## src/rtl/turtle_fetch_pkg.sv

```systemverilog
// Shared definitions for the turtle front end: fetch FSM encoding and the
// default widths used by the fetch unit, control unit and top level.
package turtle_fetch_pkg;

  localparam int DEF_INST_W   = 5;
  localparam int DEF_PC_W     = 8;
  localparam int DEF_DEPTH    = 4;
  localparam int DEF_RESET_PC = 0;

  typedef enum logic [1:0] {
    ST_IDLE  = 2'd0,
    ST_FETCH = 2'd1,
    ST_DROP  = 2'd2
  } fetch_state_e;

endpackage

```

## src/rtl/fetch_fifo.sv

```systemverilog
// Prefetch buffer of {pc, inst} entries: registered storage, combinational
// head read, flush clears everything in one cycle and beats a push.
module fetch_fifo #(
  parameter int W     = 13,
  parameter int DEPTH = 4,
  localparam int PTR_W = $clog2(DEPTH),
  localparam int CNT_W = PTR_W + 1
) (
  input  logic             clk,
  input  logic             reset,
  input  logic             i_push,
  input  logic [W-1:0]     i_data,
  input  logic             i_pop,
  input  logic             i_flush,
  output logic [W-1:0]     o_head,
  output logic [CNT_W-1:0] o_count
);

  logic [W-1:0]     r_mem [DEPTH];
  logic [PTR_W-1:0] r_wr_ptr;
  logic [PTR_W-1:0] r_rd_ptr;
  logic [CNT_W-1:0] r_count;
  logic             w_push;
  logic             w_pop;

  assign w_push = i_push && !i_flush && (r_count != CNT_W'(DEPTH));
  assign w_pop  = i_pop && (r_count != '0);

  always_ff @(posedge clk) begin
    if (w_push) begin
      r_mem[r_wr_ptr] <= i_data;
    end
  end

  always_ff @(posedge clk) begin
    if (reset || i_flush) begin
      r_wr_ptr <= '0;
      r_rd_ptr <= '0;
      r_count  <= '0;
    end else begin
      if (w_push) r_wr_ptr <= r_wr_ptr + PTR_W'(1);
      if (w_pop)  r_rd_ptr <= r_rd_ptr + PTR_W'(1);
      r_count <= r_count + CNT_W'(w_push) - CNT_W'(w_pop);
    end
  end

  assign o_head  = r_mem[r_rd_ptr];
  assign o_count = r_count;

endmodule

```

## src/rtl/instruction_fetch_unit.sv

```systemverilog
// Fetch front end: owns the PC, issues one outstanding imem request at a time,
// buffers results in fetch_fifo and handles redirect/flush.
module instruction_fetch_unit
  import turtle_fetch_pkg::*;
#(
  parameter int              INST_W   = DEF_INST_W,
  parameter int              PC_W     = DEF_PC_W,
  parameter int              DEPTH    = DEF_DEPTH,
  parameter logic [PC_W-1:0] RESET_PC = PC_W'(DEF_RESET_PC)
) (
  input  logic              clk,
  input  logic              reset,
  output logic              imem_req,
  output logic [PC_W-1:0]   imem_addr,
  input  logic              imem_ack,
  input  logic [INST_W-1:0] imem_data,
  output logic [INST_W-1:0] inst,
  output logic [PC_W-1:0]   inst_pc,
  output logic              inst_valid,
  input  logic              inst_ready,
  input  logic              redirect,
  input  logic [PC_W-1:0]   redirect_pc
);

  localparam int CNT_W = $clog2(DEPTH) + 1;
  localparam int E_W   = PC_W + INST_W;

  fetch_state_e     r_state;
  fetch_state_e     w_state_next;
  logic [PC_W-1:0]  r_fetch_pc;
  logic [PC_W-1:0]  w_fetch_pc_next;
  logic [PC_W-1:0]  r_drop_addr;
  logic [PC_W-1:0]  w_drop_addr_next;
  logic [CNT_W-1:0] w_count;
  logic [E_W-1:0]   w_head;
  logic             w_not_full;
  logic             w_push;
  logic             w_pop;
  logic             w_req;
  logic [PC_W-1:0]  w_addr;

  assign w_not_full = (w_count < CNT_W'(DEPTH));
  assign inst_valid = (w_count != '0);
  assign w_pop      = inst_valid && inst_ready;

  always_ff @(posedge clk) begin
    if (reset) begin
      r_state     <= ST_IDLE;
      r_fetch_pc  <= RESET_PC;
      r_drop_addr <= RESET_PC;
    end else begin
      r_state     <= w_state_next;
      r_fetch_pc  <= w_fetch_pc_next;
      r_drop_addr <= w_drop_addr_next;
    end
  end

  always_comb begin
    w_state_next     = r_state;
    w_fetch_pc_next  = r_fetch_pc;
    w_drop_addr_next = r_drop_addr;
    case (r_state)
      ST_IDLE: begin
        if (redirect)        w_fetch_pc_next = redirect_pc;
        else if (w_not_full) w_state_next    = ST_FETCH;
      end
      ST_FETCH: begin
        if (redirect) begin
          w_fetch_pc_next = redirect_pc;
          if (imem_ack) begin
            w_state_next = ST_IDLE;
          end else begin
            // Request still in flight: keep its address alive until it acks.
            w_state_next     = ST_DROP;
            w_drop_addr_next = r_fetch_pc;
          end
        end else if (imem_ack) begin
          w_fetch_pc_next = r_fetch_pc + PC_W'(1);
          w_state_next    = ST_IDLE;
        end
      end
      ST_DROP: begin
        if (redirect) w_fetch_pc_next = redirect_pc;
        if (imem_ack) w_state_next    = ST_IDLE;
      end
      default: w_state_next = ST_IDLE;
    endcase
  end

  always_comb begin
    w_req  = 1'b0;
    w_addr = r_fetch_pc;
    w_push = 1'b0;
    case (r_state)
      ST_IDLE:  w_req = !redirect && w_not_full;
      ST_FETCH: begin
        w_req  = 1'b1;
        w_push = imem_ack && !redirect;
      end
      ST_DROP: begin
        w_req  = 1'b1;
        w_addr = r_drop_addr;
      end
      default: w_req = 1'b0;
    endcase
  end

  // A request raised while reset is held would be abandoned anyway.
  assign imem_req  = w_req && !reset;
  assign imem_addr = w_addr;

  fetch_fifo #(
    .W     (E_W),
    .DEPTH (DEPTH)
  ) u_fifo (
    .clk     (clk),
    .reset   (reset),
    .i_push  (w_push),
    .i_data  ({r_fetch_pc, imem_data}),
    .i_pop   (w_pop),
    .i_flush (redirect),
    .o_head  (w_head),
    .o_count (w_count)
  );

  assign inst    = inst_valid ? w_head[INST_W-1:0]   : '0;
  assign inst_pc = inst_valid ? w_head[E_W-1:INST_W] : '0;

endmodule

```

## config.mk

```make
export PLATFORM = sky130hd
export DESIGN_NAME = instruction_fetch_unit
export DESIGN_NICKNAME = d
export VERILOG_FILES = /design/src/rtl/turtle_fetch_pkg.sv /design/src/rtl/fetch_fifo.sv /design/src/rtl/instruction_fetch_unit.sv
export SDC_FILE = /design/constraint.sdc
export NUM_CORES = 1
export LEC_CHECK = 0
export CAP_MARGIN = 10
export CORE_MARGIN = 3
export CORE_UTILIZATION = 45
export CTS_CLUSTER_DIAMETER = 100
export DETAILED_ROUTE_END_ITERATION = 7
export PLACE_DENSITY = 0.65
export REMOVE_ABC_BUFFERS = 1
export SETUP_SLACK_MARGIN = 0.05
export SYNTH_ARGS = -nofsm -noshare
export SYNTH_HDL_FRONTEND = slang
export SYNTH_SLANG_ARGS = --single-unit
```

## constraint.sdc

```tcl
create_clock -name clk -period 4.8 [get_ports clk]
set_clock_uncertainty 0.2 [all_clocks]
set_input_delay 0.48 -clock clk [delete_from_list [all_inputs] [get_ports clk]]
set_output_delay 0.48 -clock clk [all_outputs]
set_load 0.02 [all_outputs]
```

# ---- Yosys cells after proc, flatten, opt, wreduce, memory -nomap -nowiden
# Memories as Yosys holds them, arrays and structs flattened. A register that Yosys moved wholly into a read port is not among the register bits.
# Index checks and enable logic that the tools add are counted.
dict set report classes {
  add_sub_neg 5
  n_lt_le_gt_ge 1
  eq_ne 7
  muxes 19
  n_bitwise 1
  n_reduce_logical 18
}
# cell count
set ops {}
lappend ops {{$mux W8} 5}
lappend ops {{$pmux W8 S2} 1}
lappend ops {{$mux W2} 7}
lappend ops {{$add A8 B1 Y8 const B} 1}
lappend ops {{$logic_and A1 B1 Y1} 7}
lappend ops {{$ne A3 B3 Y1 const B} 2}
lappend ops {{$pmux W2 S3} 1}
lappend ops {{$reduce_and A3 Y1} 2}
lappend ops {{$mux W5} 1}
lappend ops {{$add A2 B1 Y2 const B} 2}
lappend ops {{$ne A2 B2 Y1 const B} 2}
lappend ops {{$reduce_or A2 Y1} 2}
lappend ops {{$add A3 B1 Y3} 1}
lappend ops {{$lt A3 B3 Y1 const B} 1}
lappend ops {{$mux W1} 3}
lappend ops {{$reduce_bool A3 Y1} 1}
lappend ops {{$sub A3 B1 Y3} 1}
lappend ops {{$eq A2 B1 Y1 const B} 1}
lappend ops {{$eq A2 B2 Y1 const B} 1}
lappend ops {{$logic_not A1 Y1} 2}
lappend ops {{$logic_not A2 Y1} 1}
lappend ops {{$ne A2 B1 Y1 const B} 1}
lappend ops {{$pmux W1 S2} 1}
lappend ops {{$reduce_and A2 Y1} 1}
lappend ops {{3 further kinds} 3}
dict set report word_totals {
  ff_bits 25
  ramBits 52
  in_bits 18
  out_inout_bits 23
  word_cells 58
  memories 1
}
# name words width read_ports rd_ports_with_merged_regs wr line
set mem_list {}
lappend mem_list {u_fifo.r_mem 4 13 1 1 1 fetch_fifo.sv:19} ;# logic [W-1:0] r_mem [DEPTH];

# ---- Longest topological paths before layout
# Gate-level depths: netlist of the first run.
dict set report logic_depth {
  word_depth 7
  mapped_depth 9
  ltp_nobuf 8
}

# ---- Cells and area by module
# A second synthesis of the first run with hierarchy kept.
dict set report hier_totals {
  cells_unflattened 264
  hier_area_um2 3560.9
}
# mod instances cells_per_inst area_each_um2 seq_area_each_um2
set modules_own_cells {}
lappend modules_own_cells {fetch_fifo 1 114 2352.3 1741.7}
lappend modules_own_cells {instruction_fetch_unit 1 150 1208.7 360.3}

# ---- Worst setup path after synthesis of the first run
# OpenSTA, ideal clock, no wires.
dict set report synth_path {
  path_kind {register to register}
  from {reg u_fifo.r_count[2], in the netlist u_fifo.o_count[2]}
  to {reg u_fifo.r_count[2], in the netlist u_fifo.o_count[2]}
  setup_ps 124
  arrival_time_ps 1979
  required_ps 4476
  setup_slack_ps 2497
  stages_incl_launch_ff 9
  n_path_buf 0
  period_less_slack_ps 2303
  path_cell_list {dfxtp_1 > or3_1 > and2_1 > ha_1 > inv_1 > ha_1 > fa_1 > xnor2_1 > nor2_1}
}
dict set report synth_via {
  elab_chain_cells 4
  word_cells_on_any_way 7
  classes_between {add/sub (2); eq/ne (1); reduce/logical (4)}
}
# item line
set synth_rtl {}
lappend synth_rtl {{start: declaration} fetch_fifo.sv:22} ;# logic [CNT_W-1:0] r_count;
lappend synth_rtl {{start signal: assignment} fetch_fifo.sv:43} ;# r_count <= r_count + CNT_W'(w_push) - CNT_W'(w_pop);
lappend synth_rtl {{$reduce_bool A3 Y1 *} {fetch_fifo.sv:27, instruction_fetch_unit.sv:43}}
lappend synth_rtl {{$logic_and A1 B1 Y1} instruction_fetch_unit.sv:44} ;# assign w_pop = inst_valid && inst_ready;
lappend synth_rtl {{$logic_and A1 B1 Y1 *} fetch_fifo.sv:27} ;# assign w_pop = i_pop && (r_count != '0);
lappend synth_rtl {{net u_fifo.w_pop} fetch_fifo.sv:24} ;# logic w_pop;
lappend synth_rtl {{$sub A3 B1 Y3 *} fetch_fifo.sv:43}
# Mark *: on every way through the listed nets, which the timed path passes. The rest lies on a longest branch.
# A chain may end at the register's enable or synchronous reset.

==> results of run 1 <==
## flip-flops by register name (all words and copies together) (netlist names), named ones only
| register | count |
|---|---|
| u_fifo.o_count | 3 |
| u_fifo.r_mem | 52 |
| r_state | 2 |
| u_fifo.r_wr_ptr | 2 |
| u_fifo.r_rd_ptr | 2 |
| r_drop_addr | 8 |
| r_fetch_pc | 8 |
## layout make-up
| type | instances | area share (%) |
|---|---|---|
| inverters | 13 | 1.165 |
| multi-input cells | 155 | 30.77 |
| clock inverters | 5 | 1.972 |
| clock buffers | 11 | 3.376 |
| well taps | 99 | 2.958 |
| repair buffers | 40 | 9.561 |
| flip-flops and latches | 79 | 50.19 |
## per-stage QoR
step | cell area [sq um] | util, %
finish | 4188 | 56.53
global route | 4188 | 56.53
CTS | 4188 | 56.53
detailed placement | 3964 | 53.50
global placement | 3964 | 53.50
floorplan | 3440 | -
## kinds of logic (layout without fill, tap and decap cells)
logic type,count (synthesis),in the layout
mux,31,31
simple gates,75,75
fa+ha+maj,12,12
xor+xnor,5,5
flops,79,79
buf+inv,28,69
compound gates,32,32
## worst min-delay path: stages (launching register included)
cell     delay [ps]
dfxtp_1         330
mux2i_1          70
nor2_1           70
## final timing paths
path,start,to,depth (start not counted)
worst min register to register,r_drop_addr[3],r_drop_addr[3],2
worst min-delay path,r_drop_addr[3],r_drop_addr[3],2
worst max-delay path,register,inst_pc[2],3
worst max register to register,u_fifo.o_count[2],u_fifo.o_count[2],8
## metal layers
layer / global-route usage, % / wire length, um
met1: 21.69 / 2906
met3: 2.804 / 355
met2: 23.76 / 2875
met5: 0 / 0
met4: 6.859 / 113
## cell usage in the layout (no fill, tap or decap), types with 2 or more instances in the layout
cell type	Yosys	layout
edfxtp_1	52	52
clkdlybuf4s50_1	0	40
dfxtp_1	27	27
nor2_1	23	23
and2_1	18	18
inv_1	13	13
mux4_2	13	13
ha_1	11	11
a21oi_1	10	10
mux2i_1	10	10
clkbuf_8	0	10
mux2_2	8	8
nand2_1	7	7
nor3_1	6	6
nand3_1	5	5
xnor2_1	4	4
or3_1	3	3
o21ai_0	3	3
a31oi_1	3	3
o31ai_1	3	3
o32ai_1	3	3
nor2b_1	2	2
o21a_1	2	2
and3_1	2	2
nor4_1	2	2
bufinv_16	0	2
clkinv_4	0	2
## power breakdown
group,leakage [nW],internal (W),switching [W]
registers,0.691,0.000739,0.0000211
clock network,0.113,0.000308,0.000238
logic,0.677,0.0000651,0.0000636
total,1.48,0.00111,0.000323
==> out/metrics.yaml, run 1 <==
clockBufferDepth: 2
worstPathArrival_ps: 2550
clkSinkCount: 79
cts_hold_buf: 0
cts_tree: "built"
setup_ws_ps: 1574
final_nets: 328
first_iter_violations: 83
die_w_um: 94.30
rrSetupSlack_ps: 2150
maxSlewHeadroom_pct: 41.03
wl_per_cell_um: 15.55
synth-main-ff-cell: "edfxtp_1"
synth.yosys.seq_area_share_pct: 59.91
avgViaCountPerCell: 5.249
rows: 31
power_density_mw_per_mm2: 342.7
synthAdderAreaFrac_pct: 4.494
dp_worst_setup_slack_ps: 1845
clk_pin_slew_ps: 80
dr.pass1.iters: 4
end_kind: "output pin"
drv_slew: 0
ioPinCount: 41
gp_routability_congestion: 0.7295
grt_pass1_vias: 2132
startpoint_type: "register"
tightest_slew_ps: 883.3
yosys.area.top_type: "edfxtp_1"
synthToLayoutAreaGrowth_pct: 19.37
async_reset_ff_share_pct: 0
ir_drop_uv: 189.3
hold_slack_ps: 299.4
synth-compound-area-share_pct: 6.170
clockRootBuffer: "clkbuf_8"
antenna_found_initial: 0
fin_setup_tns_ps: 0
portBuffers: 40
final_cells: 402
worst-path-buf-inv: 1
synth_enable_flop_cells: 52
hold_class: "register to register"
clock_latency_ps: 340
post_cts_resize_count: 0
vias: 2110
cts_buffers: 9
grt_max_degree: 22
synth.top_cells.by_area: "edfxtp_1, dfxtp_1, mux4_2"
synth_most_common_cell: "edfxtp_1"
period_needed_ps: 3226
worstSetupPathType: "register to output pin"
multiInputGateArea_sq_mm: 0.001289
track_usage_pct: 15.55
synth_top_family_by_area: "multiplexers"
drcViolationCount: 0
crit_path_top_delay_cell: "dfxtp_1"
synthesis.area_sq_mm: 0.003508
grt.overflow.total: 0
cts_setup_buffers: 0
regArea_sq_mm: 0.002102
dieArea_sq_mm: 0.008892
synth-simple-area-share_pct: 11.06
fin_crit_sh_pct: 67.20
syn_avg_cell_area_sq_um: 13.39
synthDominantCellAreaShare_pct: 44.51
rsz0062_at_grt: "false"
worst-path-max-fanout: 13
placed_cells: 386
synth_commonest_cells: "edfxtp_1, dfxtp_1, nor2_1"
hold_viol: 0
leakage_nw: 1.481
h-tree-depth: 3
path_delay_family: "flip-flops"
worstPathRequired_ps: 4120
synth-xor-area-share_pct: 1.248
antenna_left: 0
core-area_sq_mm: 0.007408
antennaDiodeCount: 0
total_power_w: 0.001435
drt_wl_total_mm: 6.250
status: "finished clean"
crit_chain: "mux4_2, and2_1, clkdlybuf4s50_1"
start_util_pct: 47.36
ys_ff_latch: 79
synth_cell_types: 44
synth.mux.area_fraction_pct: 13.77
yosys_warnings: 0
nFillCells: 635
grt_pass1_wl_mm: 10.51
setup_viol: 0
max-cap-violations: 0
synthCells: 262
critPathMaxStageDelay_ps: 900
drive_gt1_share_pct: 12.54
fmax_mhz: 310.0
die_h_um: 94.30
place_hpwl_mm: 4.007
Note: power is estimated with default switching activity, not from simulation.
==> run 2, diff against run 1 <==
==> constraint.sdc (replaced) <==
create_clock -name clk -period 3.15 [get_ports clk]
set_clock_uncertainty 0.2 [all_clocks]
set_input_delay 0.315 -clock clk [delete_from_list [all_inputs] [get_ports clk]]
set_output_delay 0.315 -clock clk [all_outputs]
set_load 0.02 [all_outputs]
==> run 2 against run 1 <==
Compared with the run above: clock power up 52%; routed wire length up 2.2%; core utilization up 0.95 points; non-clock buffer count up 9; die area unchanged; hold slack worse by 5.2 ps; worst setup slack worse by 1100 ps; design area up 1.7%; first-iteration DRC count down 4.8%.
==> out/metrics.yaml, run 2 (synthesis gave the netlist of run 1 again) <==
drv_slew: 0
fmax_mhz: 373.0
portBuffers: 40
startpoint_type: "register"
path_delay_family: "buffers and inverters"
clock_latency_ps: 340
worst-path-buf-inv: 2
grt_max_degree: 21
drcViolationCount: 0
ioPinCount: 41
largest_reg_flops: 52
grt_pass1_vias: 2173
rsz0062_at_grt: "false"
antennaDiodeCount: 0
cts_setup_buffers: 0
ff2ff_path_depth: 6
worstPathArrival_ps: 2170
drt_wl_total_mm: 6.386
maxSlewHeadroom_pct: 55.98
setup_ws_ps: 468.8
gp_routability_congestion: 0.7255
clockRootBuffer: "clkbuf_8"
track_usage_pct: 15.77
wl_per_cell_um: 15.54
avgViaCountPerCell: 5.270
ir_drop_uv: 220.3
start_util_pct: 47.36
utilization_pct: 57.47
hold_class: "register to register"
h-tree-depth: 3
post_cts_resize_count: 0
die_h_um: 94.30
first_iter_violations: 79
core-area_sq_mm: 0.007408
final_nets: 337
regArea_sq_mm: 0.002102
power_density_mw_per_mm2: 515.0
drive_gt1_share_pct: 14.74
reg2reg_to: "r_fetch_pc[2]"
dr.pass1.iters: 4
fin_crit_sh_pct: 85.12
clk_pin_slew_ps: 70
crit_path_top_delay_cell: "mux4_2"
cts_hold_buf: 0
grt_pass1_wl_mm: 10.67
critPathMaxStageDelay_ps: 550
final_cell_mix: "edfxtp_1, clkdlybuf4s50_1, dfxtp_1"
nFillCells: 631
r2r-start: "r_state[0]"
final_common_cell: "edfxtp_1"
multiInputGateArea_sq_mm: 0.001289
synthToLayoutAreaGrowth_pct: 21.36
reg_top3: "u_fifo.r_mem: 52 flops, r_drop_addr: 8 flops, r_fetch_pc: 8 flops"
cts_tree: "built"
place_hpwl_mm: 4.304
grt.overflow.total: 0
period_needed_ps: 2681
leakage_nw: 1.523
crit_chain: "buf_4, mux4_2, and2_1, clkdlybuf4s50_1"
vias: 2166
worstPathRequired_ps: 2630
rows: 31
critPathCapture: "inst_pc[1]"
status: "finished clean"
hold_viol: 0
rrSetupSlack_ps: 740
crit_cells: 4
end_kind: "output pin"
setup_viol: 0
worstSetupPathType: "register to output pin"
fin_setup_tns_ps: 0
antenna_found_initial: 0
clkSinkCount: 79
cts_buffers: 9
tightest_slew_ps: 660.3
antenna_left: 0
clockBufferDepth: 2
dp_worst_setup_slack_ps: 573.4
max-cap-violations: 0
die_w_um: 94.30
dieArea_sq_mm: 0.008892
worst-path-max-fanout: 13
regMostFlops: "u_fifo.r_mem"
run 2: changes by cell type in the layout (fill, tap and decap cells not counted):
cell and delta:
buf_4 +9, clkinv_4 -2, clkbuf_1 +1, clkbuf_8 +1, clkinv_2 -1, clkinvlp_4 +1
run 2: stage by stage:
stage	power, W	cell area [sq um]	hold WS, ps	instances
after floorplan	0.001285	3440	177.4	247
after global placement	0.001383	4031	269.7	395
after detailed placement	0.001385	4031	281.9	395
after CTS	0.002219	4258	300.5	411
after global routing	0.002284	4258	324.4	411
final	0.002193	4258	294.2	411
run 2: area by class of cell:
type                            instances  area share [%]
Sequential cell                        79           49.37
Multi-Input combinational cell        155           30.27
Timing Repair Buffer                   49           10.99
Clock buffer                           13           3.732
Tap cell                               99           2.909
Clock inverter                          3           1.587
Inverter                               13           1.146
run 2: tightest hold or removal path, stage by stage, from the launching register on:
cell	delay (ps)
dfxtp_1	320
mux2i_1	60
nor2_1	70
run 2: worst min-delay path by stage:
| stage | startpoint | end | slack (ps) | cells after the start |
|---|---|---|---|---|
| 2_1_floorplan | reset | r_fetch_pc[2] | 180 | 1 |
| 3_3_place_gp | r_drop_addr[0] | r_drop_addr[0] | 270 | 2 |
| 3_5_place_dp | r_drop_addr[1] | r_drop_addr[1] | 280 | 2 |
| 4_1_cts | r_drop_addr[0] | r_drop_addr[0] | 300 | 2 |
| 5_1_grt | r_drop_addr[1] | r_drop_addr[1] | 320 | 2 |
| 6_report | r_drop_addr[5] | r_drop_addr[5] | 290 | 2 |
run 2: power by group:
part           total (W)  switching [W]  internal, W  leakage (nW)
Combinational   0.000204      0.0000999     0.000104         0.723
Sequential       0.00116      0.0000312      0.00113         0.691
Clock           0.000832       0.000341     0.000491         0.110
Total            0.00219       0.000473      0.00172          1.52
run 2: metal layers:
| layer | wire length [um] | vias to the layer above | global-route usage, % |
|---|---|---|---|
| li1 | - | 1053 | - |
| met1 | 3020 | 1042 | 21.04 |
| met2 | 3004 | 64 | 24.41 |
| met3 | 286 | 7 | 4.247 |
| met4 | 75 | 0 | 6.378 |
| met5 | 0 | - | 0 |
